**config.mk**
```make
export PLATFORM = sky130hd
export DESIGN_NAME = serial_add_ctrl_flat
export DESIGN_NICKNAME = d
export VERILOG_FILES = /design/src/rtl/serial_add_pkg.sv /design/src/rtl/serial_add_ctrl_if.sv /design/src/rtl/serial_add_piso.sv /design/src/rtl/serial_add_ctrl.sv /design/src/flat_wrapper.sv
export SDC_FILE = /design/constraint.sdc
export NUM_CORES = 1
export LEC_CHECK = 0
export CAP_MARGIN = 20
export CORE_MARGIN = 5
export CORE_UTILIZATION = 43
export CTS_CLUSTER_DIAMETER = 80
export DETAILED_ROUTE_END_ITERATION = 8
export PLACE_DENSITY = 0.81
export SLEW_MARGIN = 30
export SYNTH_ARGS = -nofsm -noshare
export SYNTH_HDL_FRONTEND = slang
export SYNTH_SLANG_ARGS = --single-unit
```
**constraint.sdc**
```tcl
create_clock -name clock -period 1.5 [get_ports clock]
set_input_delay 0.3 -clock clock [delete_from_list [all_inputs] [get_ports clock]]
set_output_delay 0.3 -clock clock [all_outputs]
set_load 0.01 [all_outputs]
```
**src/rtl/serial_add_pkg.sv**
```systemverilog
// rtl/serial_add_pkg.sv - shared constants for the serial adder sequencer
package serial_add_pkg;

  localparam int DEFAULT_WIDTH = 4;

  localparam logic [1:0] ST_IDLE = 2'd0;
  localparam logic [1:0] ST_LOAD = 2'd1;
  localparam logic [1:0] ST_ADD  = 2'd2;
  localparam logic [1:0] ST_DONE = 2'd3;

  localparam logic S_A_LOAD = 1'b0;
  localparam logic S_A_ADD  = 1'b1;

endpackage

```
**src/rtl/serial_add_ctrl_if.sv**
```systemverilog
// rtl/serial_add_ctrl_if.sv - request and serial datapath signals of the sequencer
interface serial_add_ctrl_if #(
  parameter int WIDTH = serial_add_pkg::DEFAULT_WIDTH
);
  logic             start;
  logic             abort;
  logic [WIDTH-1:0] op_a;
  logic [WIDTH-1:0] op_b;
  logic             sum_bit;
  logic             carry_bit;
  logic             shift_cont;
  logic             s_A;
  logic             s_input_A;
  logic             s_input;
  logic             clr_carry;
  logic             busy;
  logic             done;
  logic [WIDTH-1:0] result;
  logic             cout;

  // master: requester plus serial datapath; slave: the sequencer
  modport master (
    output start, abort, op_a, op_b, sum_bit, carry_bit,
    input  shift_cont, s_A, s_input_A, s_input, clr_carry, busy, done, result, cout
  );

  modport slave (
    input  start, abort, op_a, op_b, sum_bit, carry_bit,
    output shift_cont, s_A, s_input_A, s_input, clr_carry, busy, done, result, cout
  );
endinterface

```
**src/rtl/serial_add_piso.sv**
```systemverilog
// rtl/serial_add_piso.sv - parallel-in, LSB-first serial-out operand register
module serial_add_piso #(
  parameter int WIDTH = 4
) (
  input  logic             clock,
  input  logic             reset,
  input  logic             load,
  input  logic             shift,
  input  logic [WIDTH-1:0] d,
  output logic             q0
);
  logic [WIDTH-1:0] sh;

  always_ff @(posedge clock or posedge reset) begin
    if (reset) begin
      sh <= '0;
    end else if (load) begin
      sh <= d;
    end else if (shift) begin
      sh <= {1'b0, sh[WIDTH-1:1]};
    end
  end

  assign q0 = sh[0];
endmodule

```
**src/rtl/serial_add_ctrl.sv**
```systemverilog
// rtl/serial_add_ctrl.sv - sequencer streaming an operand pair through a serial adder
module serial_add_ctrl
  import serial_add_pkg::*;
#(
  parameter int WIDTH = DEFAULT_WIDTH
) (
  input  logic              clock,
  input  logic              reset,
  serial_add_ctrl_if.slave  bus
);
  localparam int            CW   = $clog2(WIDTH);
  localparam logic [CW-1:0] LAST = CW'(WIDTH - 1);

  logic [1:0]       state;
  logic [CW-1:0]    cnt;
  logic [WIDTH-1:0] res_sh;
  logic [WIDTH-1:0] result_q;
  logic             cout_q;
  logic             a_bit;
  logic             b_bit;
  logic             accept;
  logic             in_load;
  logic             in_add;

  assign accept  = (state == ST_IDLE) && bus.start;
  assign in_load = (state == ST_LOAD);
  assign in_add  = (state == ST_ADD);

  serial_add_piso #(.WIDTH(WIDTH)) u_a_sh (
    .clock (clock),
    .reset (reset),
    .load  (accept),
    .shift (in_load),
    .d     (bus.op_a),
    .q0    (a_bit)
  );

  serial_add_piso #(.WIDTH(WIDTH)) u_b_sh (
    .clock (clock),
    .reset (reset),
    .load  (accept),
    .shift (in_load),
    .d     (bus.op_b),
    .q0    (b_bit)
  );

  // Sum bits collect in res_sh; result/cout only update on a completed add so an abort keeps them
  always_ff @(posedge clock or posedge reset) begin
    if (reset) begin
      state    <= ST_IDLE;
      cnt      <= '0;
      res_sh   <= '0;
      result_q <= '0;
      cout_q   <= 1'b0;
    end else begin
      case (state)
        ST_IDLE: begin
          if (bus.start) begin
            state <= ST_LOAD;
            cnt   <= '0;
          end
        end
        ST_LOAD: begin
          if (bus.abort) begin
            state <= ST_IDLE;
            cnt   <= '0;
          end else if (cnt == LAST) begin
            state <= ST_ADD;
            cnt   <= '0;
          end else begin
            cnt <= cnt + CW'(1);
          end
        end
        ST_ADD: begin
          if (bus.abort) begin
            state <= ST_IDLE;
            cnt   <= '0;
          end else begin
            res_sh <= {bus.sum_bit, res_sh[WIDTH-1:1]};
            if (cnt == LAST) begin
              result_q <= {bus.sum_bit, res_sh[WIDTH-1:1]};
              cout_q   <= bus.carry_bit;
              state    <= ST_DONE;
              cnt      <= '0;
            end else begin
              cnt <= cnt + CW'(1);
            end
          end
        end
        default: begin
          state <= ST_IDLE;
        end
      endcase
    end
  end

  assign bus.shift_cont = in_load || in_add;
  assign bus.s_A        = in_add ? S_A_ADD : S_A_LOAD;
  assign bus.clr_carry  = in_load;
  assign bus.s_input_A  = in_load && a_bit;
  assign bus.s_input    = in_load && b_bit;
  assign bus.busy       = in_load || in_add;
  assign bus.done       = (state == ST_DONE);
  assign bus.result     = result_q;
  assign bus.cout       = cout_q;
endmodule

```
**src/flat_wrapper.sv**
```systemverilog
// flat-port wrapper written by rule: the top's interface ports become plain ports
module serial_add_ctrl_flat import serial_add_pkg::*;
#(
  parameter int WIDTH = DEFAULT_WIDTH
)
  (clock, reset, bus_start, bus_abort, bus_op_a, bus_op_b, bus_sum_bit, bus_carry_bit, bus_shift_cont, bus_s_A, bus_s_input_A, bus_s_input, bus_clr_carry, bus_busy, bus_done, bus_result, bus_cout);
  serial_add_ctrl_if #(.WIDTH(WIDTH)) bus_i ();
  input  logic clock;
  input  logic reset;
  input wire logic [$bits(bus_i.start)-1:0] bus_start;
  input wire logic [$bits(bus_i.abort)-1:0] bus_abort;
  input wire logic [$bits(bus_i.op_a)-1:0] bus_op_a;
  input wire logic [$bits(bus_i.op_b)-1:0] bus_op_b;
  input wire logic [$bits(bus_i.sum_bit)-1:0] bus_sum_bit;
  input wire logic [$bits(bus_i.carry_bit)-1:0] bus_carry_bit;
  output wire logic [$bits(bus_i.shift_cont)-1:0] bus_shift_cont;
  output wire logic [$bits(bus_i.s_A)-1:0] bus_s_A;
  output wire logic [$bits(bus_i.s_input_A)-1:0] bus_s_input_A;
  output wire logic [$bits(bus_i.s_input)-1:0] bus_s_input;
  output wire logic [$bits(bus_i.clr_carry)-1:0] bus_clr_carry;
  output wire logic [$bits(bus_i.busy)-1:0] bus_busy;
  output wire logic [$bits(bus_i.done)-1:0] bus_done;
  output wire logic [$bits(bus_i.result)-1:0] bus_result;
  output wire logic [$bits(bus_i.cout)-1:0] bus_cout;
  assign bus_i.start = bus_start;
  assign bus_i.abort = bus_abort;
  assign bus_i.op_a = bus_op_a;
  assign bus_i.op_b = bus_op_b;
  assign bus_i.sum_bit = bus_sum_bit;
  assign bus_i.carry_bit = bus_carry_bit;
  assign bus_shift_cont = bus_i.shift_cont;
  assign bus_s_A = bus_i.s_A;
  assign bus_s_input_A = bus_i.s_input_A;
  assign bus_s_input = bus_i.s_input;
  assign bus_clr_carry = bus_i.clr_carry;
  assign bus_busy = bus_i.busy;
  assign bus_done = bus_i.done;
  assign bus_result = bus_i.result;
  assign bus_cout = bus_i.cout;
  serial_add_ctrl #(.WIDTH(WIDTH)) u_core (.clock(clock), .reset(reset), .bus(bus_i));
endmodule
```
### After elaboration in Yosys (flattened, before gate mapping)

Cells that the tools add are included.
W data, S select, Z words.

| operators by class | value |
|---|---|
| $add $sub $neg | 1 |
| eq/ne operators | 7 |
| mux-type cells | 15 |
| bitwise logic cells | 1 |
| reductions and logical operators | 12 |

Operators with widths:

| kind | count |
|---|---|
| $mux W2 | 8 |
| $mux W4 | 4 |
| $eq A2 B2 Y1 const B | 3 |
| $ne A3 B3 Y1 const B | 2 |
| $pmux W2 S3 | 1 |
| $reduce_and A3 Y1 | 2 |
| $pmux W2 S2 | 1 |
| $reduce_and A2 Y1 | 2 |
| $reduce_bool A2 Y1 | 2 |
| $logic_and A1 B1 Y1 | 3 |
| $add A2 B1 Y2 const B | 1 |
| $eq A2 B1 Y1 const B | 1 |
| $logic_not A2 Y1 | 1 |
| $ne A2 B2 Y1 const B | 1 |
| $reduce_or A2 Y1 | 1 |
| $logic_or A1 B1 Y1 | 1 |
| $mux W1 | 1 |
| $not A1 Y1 | 1 |

| storage, ports and cells | value |
|---|---|
| flip-flop bits (word level) | 21 |
| bits of input ports | 14 |
| output and inout port bits | 12 |
| logic and storage cells | 43 |

### Logic depth before layout (Yosys ltp)

| logic depth | value |
|---|---|
| word-level depth | 4 |
| gate-level depth with buffers | 7 |
| gate-level depth less buffers | 5 |

### Hierarchy

From an unflattened synthesis, not the netlist that was laid out.

| unflattened totals | value |
|---|---|
| cells, all modules | 83 |
| area total of the unflattened synthesis | 979.7 µm² |

By module, submodules not included:

| module | instances | cells each | area an instance (µm²) |
|---|---|---|---|
| serial_add_ctrl | 1 | 49 | 629.4 |
| serial_add_piso | 2 | 17 | 175.2 |

### Worst setup path after synthesis

No wires, ideal clock.

| timing path | value |
|---|---|
| path type | register -> register |
| start | reg u_core.state[0] |
| end | reg u_core.cout_q (netlist: u_core.bus.cout) |
| setup time | 125 ps |
| data arrival time | 1376 ps |
| path slack | -1 ps |
| stages on the path, launching flop included | 6 |
| buffers on the path | 0 |
| path through | dfrtp_1 -> inv_1 -> ha_1 -> nor2b_4 -> nand2_4 -> mux2_4 |

| on the way | value |
|---|---|
| word-level cells in the longest chain between the ends | 2 |

RTL lines:

| what | RTL line | text |
|---|---|---|
| from (decl) | serial_add_ctrl.sv:14 | `logic [1:0] state;` |
| from (signal assigned) | serial_add_ctrl.sv:50 | `state <= ST_IDLE;` |
| from (signal assigned) | serial_add_ctrl.sv:59 | `state <= ST_LOAD;` |
| from (signal assigned) | serial_add_ctrl.sv:65 | `state <= ST_IDLE;` |
| $eq A2 B2 Y1 | serial_add_ctrl.sv:56 | `case (state)` |
| $reduce_and A3 Y1 (no line) | - |  |
| to (signal assigned) | serial_add_ctrl.sv:82 | `cout_q <= bus.carry_bit;` |
| to (decl) | serial_add_ctrl.sv:18 | `logic cout_q;` |

Every way passes these cells.
A chain may end at the register's enable or synchronous reset.

### Final worst setup path

| timing path | value |
|---|---|
| start | reg u_core.state[0] |
| end | out bus_s_input |

| on the way | value |
|---|---|
| word-level cells in the longest chain between the ends | 2 |

RTL lines:

| what | RTL line | text |
|---|---|---|
| $eq A2 B1 Y1 | serial_add_ctrl.sv:26 | `assign in_load = (state == ST_LOAD);` |
| $logic_and A1 B1 Y1 | serial_add_ctrl.sv:101 | `assign bus.s_input = in_load && b_bit;` |
| to (decl) | flat_wrapper.sv:19 | `output wire logic [$bits(bus_i.s_input)-1:0] bus_s_input;` |

Every way passes these cells.

==> run summary <==
status: finished with violations
violated checks: setup timing
endpoints failing hold: 0
register bit count reported by yosys: 20
R2R Path Start: u_core.state[0]
FP Rows: 17
minimum clock period: 1.576 ns
Routed WL: 2295 µm
DR iter-0 viols: 8
crit path DAT: 1.28 ns
number of H-tree levels: 1
Synth Flop Type: dfrtp_1
total gr overflow: 0
fin nets: 150
max-slew headroom at the worst pin: 79.81%
R2R depth: 5
Clock Skews: 0.006869 ns
Slew Viols, Final: 0
Max VDD drop: 1636 µV
Initial Utilization: 45.71%
CP Class: reg2out
# clock sinks: 20
Final ANT Viol Nets: 0
# setup viols final: 5
die area: 3449 µm²
Synth Instances: 86
Syn Area/Cell: 11.87 µm²
fraction of layout cells with a size suffix above 1: 41.41%
Post-synth EDFFs: 0
post-synthesis sequential area ratio: 49.02%
Worst-Margin Slew: 0.2986 ns
drc violations: 0
area of the multi-input gates: 575.6 µm²
Via Count: 772
Ys Warns: 0
period utilisation layout: 105.0%
area grow syn2layout: 56.49%
dpl hpwl: 1536 µm
Fillers: 156
critical path fanouts, max: 3
CP startpoint kind: flop
Hold Buf Count CTS: 0
WP data required: 1.20 ns
Critical Path End Type: output port
core area: 2233 µm²
Max clock buf depth: 2
FMAX: 0.6347 GHz
CTS tree: built
pwr dens: 1850 nW/µm²
Sequential cell area: 500.5 µm²
worst flop-to-flop path endpoint: u_core.bus.result[3]
setup TNS: -0.2090 ns
port bufs: 25
overall die width: 58.73 µm
Clock Tree Root: clkbuf_4
GR Util All Layers: 13.39%
Hold Path Class: in2async
routed len/inst: 14.71 µm
Pleak: 0.7845 nW
RSZ-0062 raised after global routing: yes
CTS clock-pin slew for the worst setup and hold paths: 0.12 ns
RePlAce Congestion: 0.7622
height of the die: 58.73 µm
ys async rst share: 100.0%
antenna violations before repair: 0
CTS Buf Count: 3
post-synth net total: 107
largest net degree at the start of global routing: 21
Worst Hold Slack: 0.2840 ns
drt first pass iters: 4
Max Cap Viol: 0
first-pass GRT wire length: 3546 µm
Clk Latency, worst-skew pair: 0.31 ns
mapped cell area: 1021 µm²
r2r setup slk: 0.01 ns
count of cell types in the netlist: 22
Avg Vias per Cell: 4.949
final worst slack: -0.07560 ns
diode count: 0
# IOs: 26
vias in the first global route: 829
## worst max-delay path by stage
stage / start / endpoint / slack [ns] / cells past startpoint
2_1_floorplan: u_core.state[0] / u_core.bus.cout / 0.03 / 5
3_3_place_gp: u_core.state[1] / bus_s_input / -0.11 / 4
3_5_place_dp: u_core.state[1] / bus_s_input / -0.13 / 4
4_1_cts: u_core.state[0] / bus_s_input_A / -0.09 / 4
5_1_grt: u_core.state[0] / bus_s_input_A / -0.12 / 4
6_report: u_core.state[0] / bus_s_input / -0.08 / 4
## layer usage
layer  track usage [%]  vias up  share of wire, %
met2             23.66       20                50
met1             15.69      368                43
met4             4.854        0               1.2
li1                  -      381                 -
met5                 0        -                 0
met3             3.070        3               6.0
## cell type report
cell class	count	area share, %
repair buffers	42	26.00
clock buffers	3	1.410
well taps	28	2.193
flip-flops and latches	20	31.32
inverters	5	1.175
multi-input cells	57	36.02
clock inverters	1	1.879
## cell usage after synthesis, types with 2 or more instances
master	number	area share [%]
dfrtp_1	20	49
inv_1	5	1.8
nand2_1	8	2.9
a21oi_1	2	0.98
nand2b_1	2	1.2
and2_1	3	1.8
mux2_4	5	7.4
o21ai_1	2	0.98
nor2_1	2	0.74
o21ai_0	7	3.4
ha_1	7	8.6
mux2_2	5	5.5
buf_2	3	1.5
mux2i_1	7	6.9
## metrics by stage
step / cell area [µm²] / utilization, % / cells / setup slack, ns / total power (W)
3_3_place_gp: 1389 / 62.18 / 147 / -0.1089 / 0.002049
2_1_floorplan: 1023 / - / 86 / 0.03421 / 0.001577
6_report: 1598 / 71.54 / 156 / -0.07560 / 0.002956
3_5_place_dp: 1389 / 62.18 / 147 / -0.1303 / 0.002099
5_1_grt: 1598 / 71.54 / 156 / -0.1225 / 0.003159
4_1_cts: 1493 / 66.83 / 154 / -0.09104 / 0.002713
## worst max-delay path, stage by stage, from the launching register on
cell	delay (ns)
dfrtp_1	0.44
buf_6	0.13
ha_4	0.15
and2_4	0.13
buf_6	0.11
## placed cells by master, fill, tap and decap left out, types with 3 or more instances in the layout
cell,Yosys,final
ha_4,0,5
buf_4,1,10
clkbuf_4,0,3
o21ai_0,7,7
clkdlybuf4s50_1,0,13
buf_6,0,13
nand2_1,8,8
mux2i_1,7,7
dlygate4sd2_1,0,5
inv_1,5,3
mux2_4,5,8
dfrtp_1,20,20
## state kept, by name, summed over array words and instances (netlist names)
register	flops
u_core.bus.result	4
u_core.u_b_sh.sh	4
u_core.bus.cout	1
u_core.res_sh	3
u_core.cnt	2
u_core.state	2
u_core.u_a_sh.sh	4
## cell families after synthesis
group	synth area share [%]
adder cells (fa/ha/maj)	8.578
AND/OR/NAND/NOR	11.40
AO/OA/AOI/OAI	7.230
multiplexers	19.73
buffers and inverters	4.044
flip-flops	49.02
## timing repair
item | CTS | global route
setup buffers | 3 | 2
setup endpoints to repair | 18 | 15
endpoints found under the hold margin | 0 | 0
resized for setup | 47 | 18
pin swaps | 3 | 4
## power breakdown
part	total [W]	switching (W)	leakage [nW]	internal [W]
clock network	0.000450	0.000180	0.0279	0.000270
registers	0.000863	0.000127	0.260	0.000736
logic	0.00164	0.000691	0.497	0.000952
total	0.00296	0.000998	0.785	0.00196
Note: power is estimated with default switching activity, not from simulation.
